<file path="config.mk">
export PLATFORM = sky130hd
export DESIGN_NAME = fifo_ctrl
export DESIGN_NICKNAME = d
export VERILOG_FILES = /design/src/rtl/fifo_pkg.sv /design/src/rtl/fifo_ns.sv /design/src/rtl/fifo_ctrl.sv
export SDC_FILE = /design/constraint.sdc
export NUM_CORES = 1
export LEC_CHECK = 0
export CAP_MARGIN = 10
export CORE_MARGIN = 1.5
export CORE_UTILIZATION = 40
export CTS_BUF_LIST = sky130_fd_sc_hd__clkbuf_8 sky130_fd_sc_hd__clkbuf_16
export CTS_CLUSTER_SIZE = 20
export DETAILED_ROUTE_END_ITERATION = 8
export GPL_ROUTABILITY_DRIVEN = 0
export PLACE_DENSITY = 0.73
export SLEW_MARGIN = 20
export SYNTH_ARGS = -nofsm -noshare
export SYNTH_HDL_FRONTEND = slang
export SYNTH_SLANG_ARGS = --single-unit
</file>
<file path="constraint.sdc">
create_clock -name clk -period 2 [get_ports clk]
set_input_delay 0.6 -clock clk [delete_from_list [all_inputs] [get_ports clk]]
set_output_delay 0.6 -clock clk [all_outputs]
set_load 0.05 [all_outputs]
</file>
<file path="src/rtl/fifo_pkg.sv">
// ---------------------------------------------------------------------------
// fifo_pkg
//   Shared definitions for the 8-entry FIFO bookkeeping path (fifo_ctrl and
//   the downstream fifo_out stage).
//
//   Contents:
//     DEPTH_DEF / ADDR_W_DEF  default geometry (DEPTH must equal 2**ADDR_W)
//     fifo_state_e            3-bit state codes INIT..RD_ERROR
//                             (codes 3'b110 / 3'b111 are never produced)
//     STATE_W                 width of the state code
// ---------------------------------------------------------------------------
package fifo_pkg;

  localparam int DEPTH_DEF  = 8;
  localparam int ADDR_W_DEF = 3;
  localparam int STATE_W    = 3;

  // Encodings are fixed: fifo_out decodes these values directly into
  // ack/err/flag outputs.
  typedef enum logic [STATE_W-1:0] {
    INIT     = 3'b000,
    NO_OP    = 3'b001,
    WRITE    = 3'b010,
    WR_ERROR = 3'b011,
    READ     = 3'b100,
    RD_ERROR = 3'b101
  } fifo_state_e;

endpackage

</file>
<file path="src/rtl/fifo_ns.sv">
// ---------------------------------------------------------------------------
// fifo_ns
//   Combinational next-state decoder for the FIFO control stage. Decides the
//   outcome of this cycle's host request from the current occupancy.
//
//   Parameters:
//     DEPTH   number of FIFO entries
//     ADDR_W  pointer width (data_count is ADDR_W+1 bits)
//
//   Ports:
//     wr_en       in   1         write request
//     rd_en       in   1         read request
//     data_count  in   ADDR_W+1  current registered occupancy
//     next_state  out  3         state to be registered on the next edge
// ---------------------------------------------------------------------------
module fifo_ns
  import fifo_pkg::*;
#(
  parameter int DEPTH  = DEPTH_DEF,
  parameter int ADDR_W = ADDR_W_DEF
) (
  input  logic              wr_en,
  input  logic              rd_en,
  input  logic [ADDR_W:0]   data_count,
  output fifo_state_e       next_state
);

  localparam logic [ADDR_W:0] FULL_COUNT = (ADDR_W+1)'(DEPTH);

  // Request semantics: wr_en / rd_en are single-cycle requests with no
  // back-pressure. Every sampled request is resolved in the same cycle to
  // exactly one outcome: accepted (WRITE/READ), refused (WR_ERROR/RD_ERROR)
  // or ignored (NO_OP when both or neither are asserted). The host learns
  // the outcome from the registered state one cycle later.
  always_comb begin
    next_state = NO_OP;
    if (wr_en && !rd_en) begin
      next_state = (data_count == FULL_COUNT) ? WR_ERROR : WRITE;
    end else if (!wr_en && rd_en) begin
      next_state = (data_count == '0) ? RD_ERROR : READ;
    end
  end

endmodule

</file>
<file path="src/rtl/fifo_ctrl.sv">
// ---------------------------------------------------------------------------
// fifo_ctrl
//   Sequential control stage feeding fifo_out and the FIFO register file.
//   Holds the state code, occupancy count and head/tail pointers, and
//   decodes the register-file strobes from the next state.
//
//   Optional feature macro: FIFO_CTRL_ALMOST_EN
//     defined   -> adds registered almost_full / almost_empty outputs
//     undefined -> those ports are absent; everything else identical
//
//   Parameters:
//     DEPTH   number of entries (must equal 2**ADDR_W)
//     ADDR_W  pointer width
//
//   Ports:
//     clk           in   1         rising-edge clock
//     reset         in   1         synchronous, active-high reset
//     wr_en         in   1         write request
//     rd_en         in   1         read request
//     state         out  3         registered state code
//     data_count    out  ADDR_W+1  registered occupancy 0..DEPTH
//     we            out  1         comb. write strobe (next state == WRITE)
//     waddr         out  ADDR_W    tail pointer (registered)
//     re            out  1         comb. read strobe (next state == READ)
//     raddr         out  ADDR_W    head pointer (registered)
//     almost_full   out  1         (macro only) data_count == DEPTH-1
//     almost_empty  out  1         (macro only) data_count == 1
// ---------------------------------------------------------------------------
module fifo_ctrl
  import fifo_pkg::*;
#(
  parameter int DEPTH  = DEPTH_DEF,
  parameter int ADDR_W = ADDR_W_DEF
) (
  input  logic                clk,
  input  logic                reset,
  input  logic                wr_en,
  input  logic                rd_en,
  output logic [STATE_W-1:0]  state,
  output logic [ADDR_W:0]     data_count,
  output logic                we,
  output logic [ADDR_W-1:0]   waddr,
  output logic                re,
  output logic [ADDR_W-1:0]   raddr
`ifdef FIFO_CTRL_ALMOST_EN
  ,
  output logic                almost_full,
  output logic                almost_empty
`endif
);

  localparam logic [ADDR_W:0]   CNT_ONE = (ADDR_W+1)'(1);
  localparam logic [ADDR_W-1:0] PTR_ONE = ADDR_W'(1);
`ifdef FIFO_CTRL_ALMOST_EN
  localparam logic [ADDR_W:0]   ALMOST_FULL_COUNT = (ADDR_W+1)'(DEPTH - 1);
`endif

  fifo_state_e      state_q;
  fifo_state_e      next_state;
  logic [ADDR_W:0]  count_q;
  logic [ADDR_W:0]  next_count;
  logic [ADDR_W-1:0] head_q;
  logic [ADDR_W-1:0] tail_q;
  logic [ADDR_W-1:0] next_head;
  logic [ADDR_W-1:0] next_tail;

  fifo_ns #(
    .DEPTH  (DEPTH),
    .ADDR_W (ADDR_W)
  ) u_ns (
    .wr_en      (wr_en),
    .rd_en      (rd_en),
    .data_count (count_q),
    .next_state (next_state)
  );

  // Pointer/count update implied by the decided outcome. The decoder never
  // returns WRITE at full or READ at empty, so the count stays in 0..DEPTH.
  // Pointers wrap naturally because DEPTH == 2**ADDR_W.
  always_comb begin
    next_count = count_q;
    next_head  = head_q;
    next_tail  = tail_q;
    case (next_state)
      WRITE: begin
        next_tail  = tail_q + PTR_ONE;
        next_count = count_q + CNT_ONE;
      end
      READ: begin
        next_head  = head_q + PTR_ONE;
        next_count = count_q - CNT_ONE;
      end
      default: ;
    endcase
  end

  always_ff @(posedge clk) begin
    if (reset) begin
      state_q      <= INIT;
      count_q      <= '0;
      head_q       <= '0;
      tail_q       <= '0;
`ifdef FIFO_CTRL_ALMOST_EN
      almost_full  <= 1'b0;
      almost_empty <= 1'b0;
`endif
    end else begin
      state_q      <= next_state;
      count_q      <= next_count;
      head_q       <= next_head;
      tail_q       <= next_tail;
`ifdef FIFO_CTRL_ALMOST_EN
      // Flags track the count being registered on this same edge.
      almost_full  <= (next_count == ALMOST_FULL_COUNT);
      almost_empty <= (next_count == CNT_ONE);
`endif
    end
  end

  // Strobes act on the edge that completes the request. Reset masks them so
  // the register file is never touched while the pointers are being cleared.
  assign we = !reset && (next_state == WRITE);
  assign re = !reset && (next_state == READ);

  assign state      = state_q;
  assign data_count = count_q;
  assign waddr      = tail_q;
  assign raddr      = head_q;

endmodule

</file>
# Word-level counts from Yosys, hierarchy flattened
# Index checks and enable logic that the tools add are counted.
# word_totals
reg_bits	13
# classes
n_addsub	4
eq_ne	3
mux	5
n_reduce_logical	9
# ops
op	count
one-hot mux 4 bit (2 select lines)	1
adder 3 x 1 -> 3 bit, second input constant	2
2-to-1 mux 3 bit	2
adder 4 x 1 -> 4 bit, second input constant	1
equality test 4 bit, second input constant	1
logical AND 1 bit	4
logical NOT 4 bit	1
subtractor 4 x 1 -> 4 bit, second input constant	1
equality test 3 x 2 -> 1 bit, second input constant	1
equality test 3 bit, second input constant	1
logical NOT 1 bit	3
2-to-1 mux 1 bit	2
nonzero test 2 bit	1

# Logic depth before layout (Yosys ltp)
# depth
word_depth	6
mapped_depth	8
mapped_depth_nobuf	7

# Modules after synthesis
# Synthesis repeated with hierarchy kept, for this count alone.
# unflattened
hier_cells	71
hier_area_um2	686.9
# modules_own_cells
module	instances	cells_each	area_each_um2
fifo_ctrl	1	66	644.4
fifo_ns	1	5	42.5

# Least setup slack after synthesis
# No wires, ideal clock.
# synth_timing
kind	register -> output
start	reg count_q[0] (netlist: data_count[0])
end	out we
t_arrival_ns	2.234
t_required_ns	1.400
setup_slack_ns	-0.834
stages_incl_launch_ff	4
n_path_buf	1
path_cell_list	dfxtp_1 -> buf_2 -> nor3_1 -> a211oi_1
# synth_between
elab_chain_cells	6
# synth_lines
item	line	rtl
start: declaration	fifo_ctrl.sv:60	logic [ADDR_W:0] count_q;
start signal: assignment	fifo_ctrl.sv:109	count_q <= next_count;
logical NOT 4 bit	fifo_ns.sv:40	next_state = (data_count == '0) ? RD_ERROR : READ;
2-to-1 mux 1 bit	fifo_ns.sv:40	
2-to-1 mux 3 bit	fifo_ns.sv:39	end else if (!wr_en && rd_en) begin
2-to-1 mux 3 bit *	fifo_ns.sv:37	if (wr_en && !rd_en) begin
equality test 3 x 2 -> 1 bit *	fifo_ctrl.sv:122	assign we = !reset && (next_state == WRITE);
logical AND 1 bit *	fifo_ctrl.sv:122	
end: declaration	fifo_ctrl.sv:41	output logic we,
# Mark *: on every way between the ends. The rest lies on a longest branch, timed or not.

# Final worst setup path
# layout_timing
start	reg count_q[0] (netlist: data_count[0])
end	out re
# layout_between
elab_chain_cells	6
# layout_lines
item	line	rtl
logical NOT 4 bit	fifo_ns.sv:40	
2-to-1 mux 1 bit	fifo_ns.sv:40	
2-to-1 mux 3 bit	fifo_ns.sv:39	
2-to-1 mux 3 bit *	fifo_ns.sv:37	
equality test 3 bit *	fifo_ctrl.sv:123	assign re = !reset && (next_state == READ);
logical AND 1 bit *	fifo_ctrl.sv:123	
end: declaration	fifo_ctrl.sv:43	output logic re,
# Marked as above.

==> impl_metrics.ini <==
[outcome]
status = finished clean

[worst_setup_path]
startpoint = data_count[0]
cp.arrival_ns = 1.36
crit_path_start_kind = register
required_ns = 1.40
end_kind = output port
r2r_cells = 7
regToRegStartpoint = data_count[0]
rrSetupSlack_ns = 0.13
path_class = register to output port
timing.rr.end = data_count[2]
cp_max_fo = 6

[sta]
min_period_ns = 1.96
worst_hold_slack_ns = 0.492
setup_violations = 0
fin_ws_ns = 0.0370
slew_viol_final = 0
fin_skew_ns = 0.00312
maxSlewHeadroom_pct = 75.4
final_hold_viol_count = 0
fin_setup_tns_ns = 0
clock.fmax_mhz = 509
final.period_utilization_pct = 98.2
worst_pin_slew_ns = 0.367

[route]
drtAntennaViolNets = 0
drtPass1Iterations = 4
vias_per_cell = 5.25
drt_wl_total_um = 1630
wire_per_inst_um = 13.8
drc = 0
first_iter_violations = 7
vias = 620

[synth]
synth_top_area_cell = dfxtp_1
synthDistinctLibCells = 25
syn_area_um2 = 629
ys_seq_area_share_pct = 41.4
synth_top_flop_cell = dfxtp_1
synth_area_leaders = dfxtp_1 (41%), nor2_1 (8.3%), xnor2_1 (7.0%), ha_1 (6.0%), mux2i_1 (3.2%)
syn_inst = 71
async_reset_ff_share_pct = 0
netlist.area_leader.share_pct = 41.4
ys_ff_latch = 13
synth.top_cells.by_count = nor2_1 (14), dfxtp_1 (13), xnor2_1 (5)
synth_warnings = 0
synthesis.nets = 78
avgSynthCellArea_um2 = 8.86
synth_edf_count = 0
synth.most_common_cell = nor2_1

[clock_tree]
numCtsBuffers = 3
clk_path_buf_depth = 2
cts_sinks = 13
path_clk_slew_ns = 0.06
cts_tree = done
htreeDepth = 1
cts_hold_buf = 0
clockRootBuffer = clkbuf_8
clk_latency_ns = 0.25

[placed_design]
post-dp-hpwl_um = 1090
dpl-instance-area_um2 = 913
post-place-ws_ns = -0.454
place_inst = 110
port_buffers = 18

[power]
switching_share_pct = 35.4
power.share.clock_pct = 27.8
pwr-share-comb_pct = 35.3
vdd_drop_max_uv = 519
total_power_mw = 0.841
seqPwrFrac_pct = 36.9
p_sw_mw = 0.297
powerDensity_mw_per_mm2 = 822
internal_power_mw = 0.544
leakagePower_nw = 0.460

[finish]
nets = 110
final_area_mm2 = 0.00102
fin_cells = 118
fillerInstances = 104
antennaDiodeCount = 0
final_util_pct = 68.7
area_growth_pct = 62.6
drive_gt1_share_pct = 49.0

[worst_hold_path]
min-delay-start = raddr[1]
worstHoldPathCells = 2
holdPathEnd = raddr[1]
min_path_type = register to register

[die]
num_rows = 14
io_pins = 19
initial_core_util_pct = 42.3
die_area_mm2 = 0.00182
coreArea_mm2 = 0.00149
fp.dieW_um = 42.7
dieHeight_um = 42.7

[global_route]
grt_start_max_net_pins = 11
grt_usage_pct = 19.7
grt.overflow.total = 0
antenna_found_initial = 0
grt_pass1_vias = 571
grt_pass1_wl_um = 2590

[job]
max_cap_viol_count = 0
-- per-layer routing --
metal	vias to the layer above	track usage, %	part of all wire [%]
met5	-	0	0
met4	0	13.8	2.1
met3	5	5.11	6.4
met2	23	31.5	50
met1	286	22.6	42
li1	306	-	-
-- power by group through the flow --
| stage | Sequential [mW] | Clock, mW | Combinational (mW) |
|---|---|---|---|
| after floorplan | 0.362 | 0 | 0.125 |
| after global placement | 0.316 | 0 | 0.252 |
| after detailed placement | 0.317 | 0 | 0.255 |
| after CTS | 0.313 | 0.240 | 0.262 |
| after global routing | 0.313 | 0.252 | 0.317 |
| final | 0.311 | 0.234 | 0.296 |
-- cell usage in the layout, fill, tap and decap left out, types with 2 or more instances in the layout --
| master | n |
|---|---|
| nand2_1 | 2 |
| a31oi_1 | 2 |
| nand2b_4 | 2 |
| buf_4 | 25 |
| buf_12 | 2 |
| xnor2_1 | 5 |
| a21oi_1 | 2 |
| inv_1 | 3 |
| ha_1 | 2 |
| nor3_1 | 2 |
| mux2i_1 | 2 |
| clkdlybuf4s15_2 | 2 |
| nor2_1 | 13 |
| dfxtp_1 | 9 |
| dfxtp_4 | 3 |
| o21ai_0 | 2 |
| a22oi_1 | 2 |
| clkbuf_8 | 3 |
| xor2_1 | 2 |
-- final cells by class --
type	count	area, um^2	area share (%)
multi-input cells	51	407	39.7
flip-flops and latches	13	273	26.7
repair buffers	32	272	26.5
clock buffers	3	41.3	4.03
well taps	16	20.0	1.96
inverters	2	7.51	0.733
clock inverters	1	3.75	0.367
-- worst max-delay path, cell delays in order, from the launching register on --
cell,delay [ns]
dfxtp_4,0.38
nor4_4,0.35
buf_4,0.19
nor3_4,0.04
buf_12,0.15
-- kinds of logic (layout without fill, tap and decap cells) --
logic type                 count (synthesis)  count (layout)  synth area share (%)
DFF                                       13              13                  41.4
muxes                                      2               2                  3.18
buffers and inverters                      7              38                  5.96
xor gates and xnor gates                   7               7                  9.74
and+or+nand+nor                           26              26                  19.3
AOI/OAI and AO/OA                         13              13                  14.5
adders and majority gates                  3               3                  5.96
-- registers in the layout, indices dropped and copies added (netlist names) --
name and cells:
data_count 4, raddr 3, state 3, waddr 3
-- worst max-delay path by stage --
stage	slack [ns]	to	depth (start not counted)
6_report	0.04	re	4
3_3_place_gp	-0.33	data_count[2]	8
2_1_floorplan	0.002	data_count[2]	8
3_5_place_dp	-0.45	data_count[2]	8
4_1_cts	0.04	re	4
5_1_grt	-0.004	re	4
-- repair_timing --
item	4_1_cts	5_1_grt
resized for setup	14	4
pin swaps	2	2
setup buffers	0	4
gates cloned	0	0
setup endpoints to repair	3	2
Power figures use the tool's default switching activity.
==> RTL edit: new RTL, same settings <==
Change the package constant `ADDR_W_DEF` from 3 to 4.
--- a/src/rtl/fifo_pkg.sv
+++ b/src/rtl/fifo_pkg.sv
@@ -13,5 +13,5 @@
 
   localparam int DEPTH_DEF  = 8;
-  localparam int ADDR_W_DEF = 3;
+  localparam int ADDR_W_DEF = 4;
   localparam int STATE_W    = 3;
 
Ports: changed (resized data_count, raddr and waddr); port bits go from 19 to 22. The function was not compared with the original's and may differ.
==> RTL edit against the unedited design <==
- the run now ends with setup timing left
- sequential cell count grew 3
- synthesized area increased by 38%
- worst setup slack worse by 410 ps
- synthesized cell count increased by 32%
- wire length increased by 82%
- largest cell class unchanged
- global-route usage up 3.1 points
- total power grew 49%
- design area up 56%
==> RTL edit: results <==
{
  "grt_start_max_net_pins": 14,
  "crit_slowest_cell": "sky130_fd_sc_hd__or4_4",
  "worst_stage_delay_on_the_critical_path_ps": 560,
  "critPathMaxFanout": 5,
  "timing.final.setup_violations": 6,
  "clk_pin_slew_worst_paths_ps": 70,
  "share_of_the_final_layout_cell_area_in_multi_input_gates": 0.397,
  "filler_cell_count": 124,
  "r2r_end": "data_count[4]",
  "drt_first_iter_violations": 9,
  "final_nets": 163,
  "setup.worst_path.end_class": "register",
  "post_cts_buffers": 5,
  "post_dp_cell_area_um2": 1300,
  "synth.cells.most_frequent": "sky130_fd_sc_hd__dfxtp_1, sky130_fd_sc_hd__nor2_1, sky130_fd_sc_hd__a21oi_1, sky130_fd_sc_hd__a211oi_1, sky130_fd_sc_hd__ha_1",
  "ys_seq_area_frac": 0.370,
  "stdcell_area_um2": 1590,
  "synth.lib_cells_used.distinct": 33,
  "layout.comb_gates.multi_input": 69,
  "outcome": "finished with violations",
  "area_share_clock_buf_inv": 0.0346,
  "p_leak_nw": 0.711,
  "timing.reg2reg.worst_path_depth": 9,
  "seqAreaFraction": 0.208,
  "cp-startpoint": "data_count[2]",
  "post-route-worst-setup-slack_ps": -370,
  "buffers_excl_clock": 59,
  "postSynthNetCount": 104,
  "critical_path_arrival_ps": 2520,
  "hold_path_end": "waddr[1]",
  "setup_total_negative_slack_ps": -1510,
  "largest_register_ffs": 5,
  "clkbuf_count": 4,
  "seq_cells": 16,
  "vdd.ir_drop.worst_uv": 628,
  "port_buffers": 21,
  "worst_pin_slew_ps": 261,
  "grt_first_pass_wirelength_mm": 4.22,
  "synth.top_cells.by_area": "sky130_fd_sc_hd__dfxtp_1, sky130_fd_sc_hd__ha_1, sky130_fd_sc_hd__nor2_1",
  "fin_hold_ws_ps": 504,
  "inverters": 4,
  "post_route_cells_drive_above_1_share": 0.599,
  "track_usage": 0.228,
  "routed_wire_length_per_instance_um": 16.5,
  "dp_slack_ps": -669,
  "layoutNonFillerInstCount": 179,
  "finClkSkew_ps": 5.46,
  "num_vias": 946,
  "hold_path.startpoint": "waddr[1]",
  "hpwl_after_detailed_placement_mm": 1.54,
  "violated_checks": "setup timing",
  "vias_in_the_first_global_route": 944
}
[RTL edit: cell count changes after synthesis, sizes merged, moves of 3 or more]
cell / change
a211oi: +3
a21oi: +5
dfxtp: +3
nand3: +4
[RTL edit: power by group]
group / internal [mW] / switching (mW) / leakage, nW
Combinational: 0.281 / 0.304 / 0.549
Sequential: 0.346 / 0.0213 / 0.133
Clock: 0.175 / 0.123 / 0.0288
Total: 0.802 / 0.449 / 0.711
[RTL edit: cell families after synthesis]
| logic type | count (synthesis) | share of synthesized area |
|---|---|---|
| fa+ha+maj | 6 | 0.0954 |
| simple gates | 29 | 0.165 |
| flops | 16 | 0.370 |
| mux | 3 | 0.0347 |
| xor+xnor | 6 | 0.0607 |
| buf+inv | 9 | 0.0491 |
| compound gates | 25 | 0.225 |
[RTL edit: metal layers]
layer  track usage  vias to the layer above  wire length (um)
met3        0.0152                        8               102
met5             0                        -                 0
met2         0.387                       27              1520
met4         0.185                        0               107
met1         0.262                      462              1230
li1              -                      449                 -
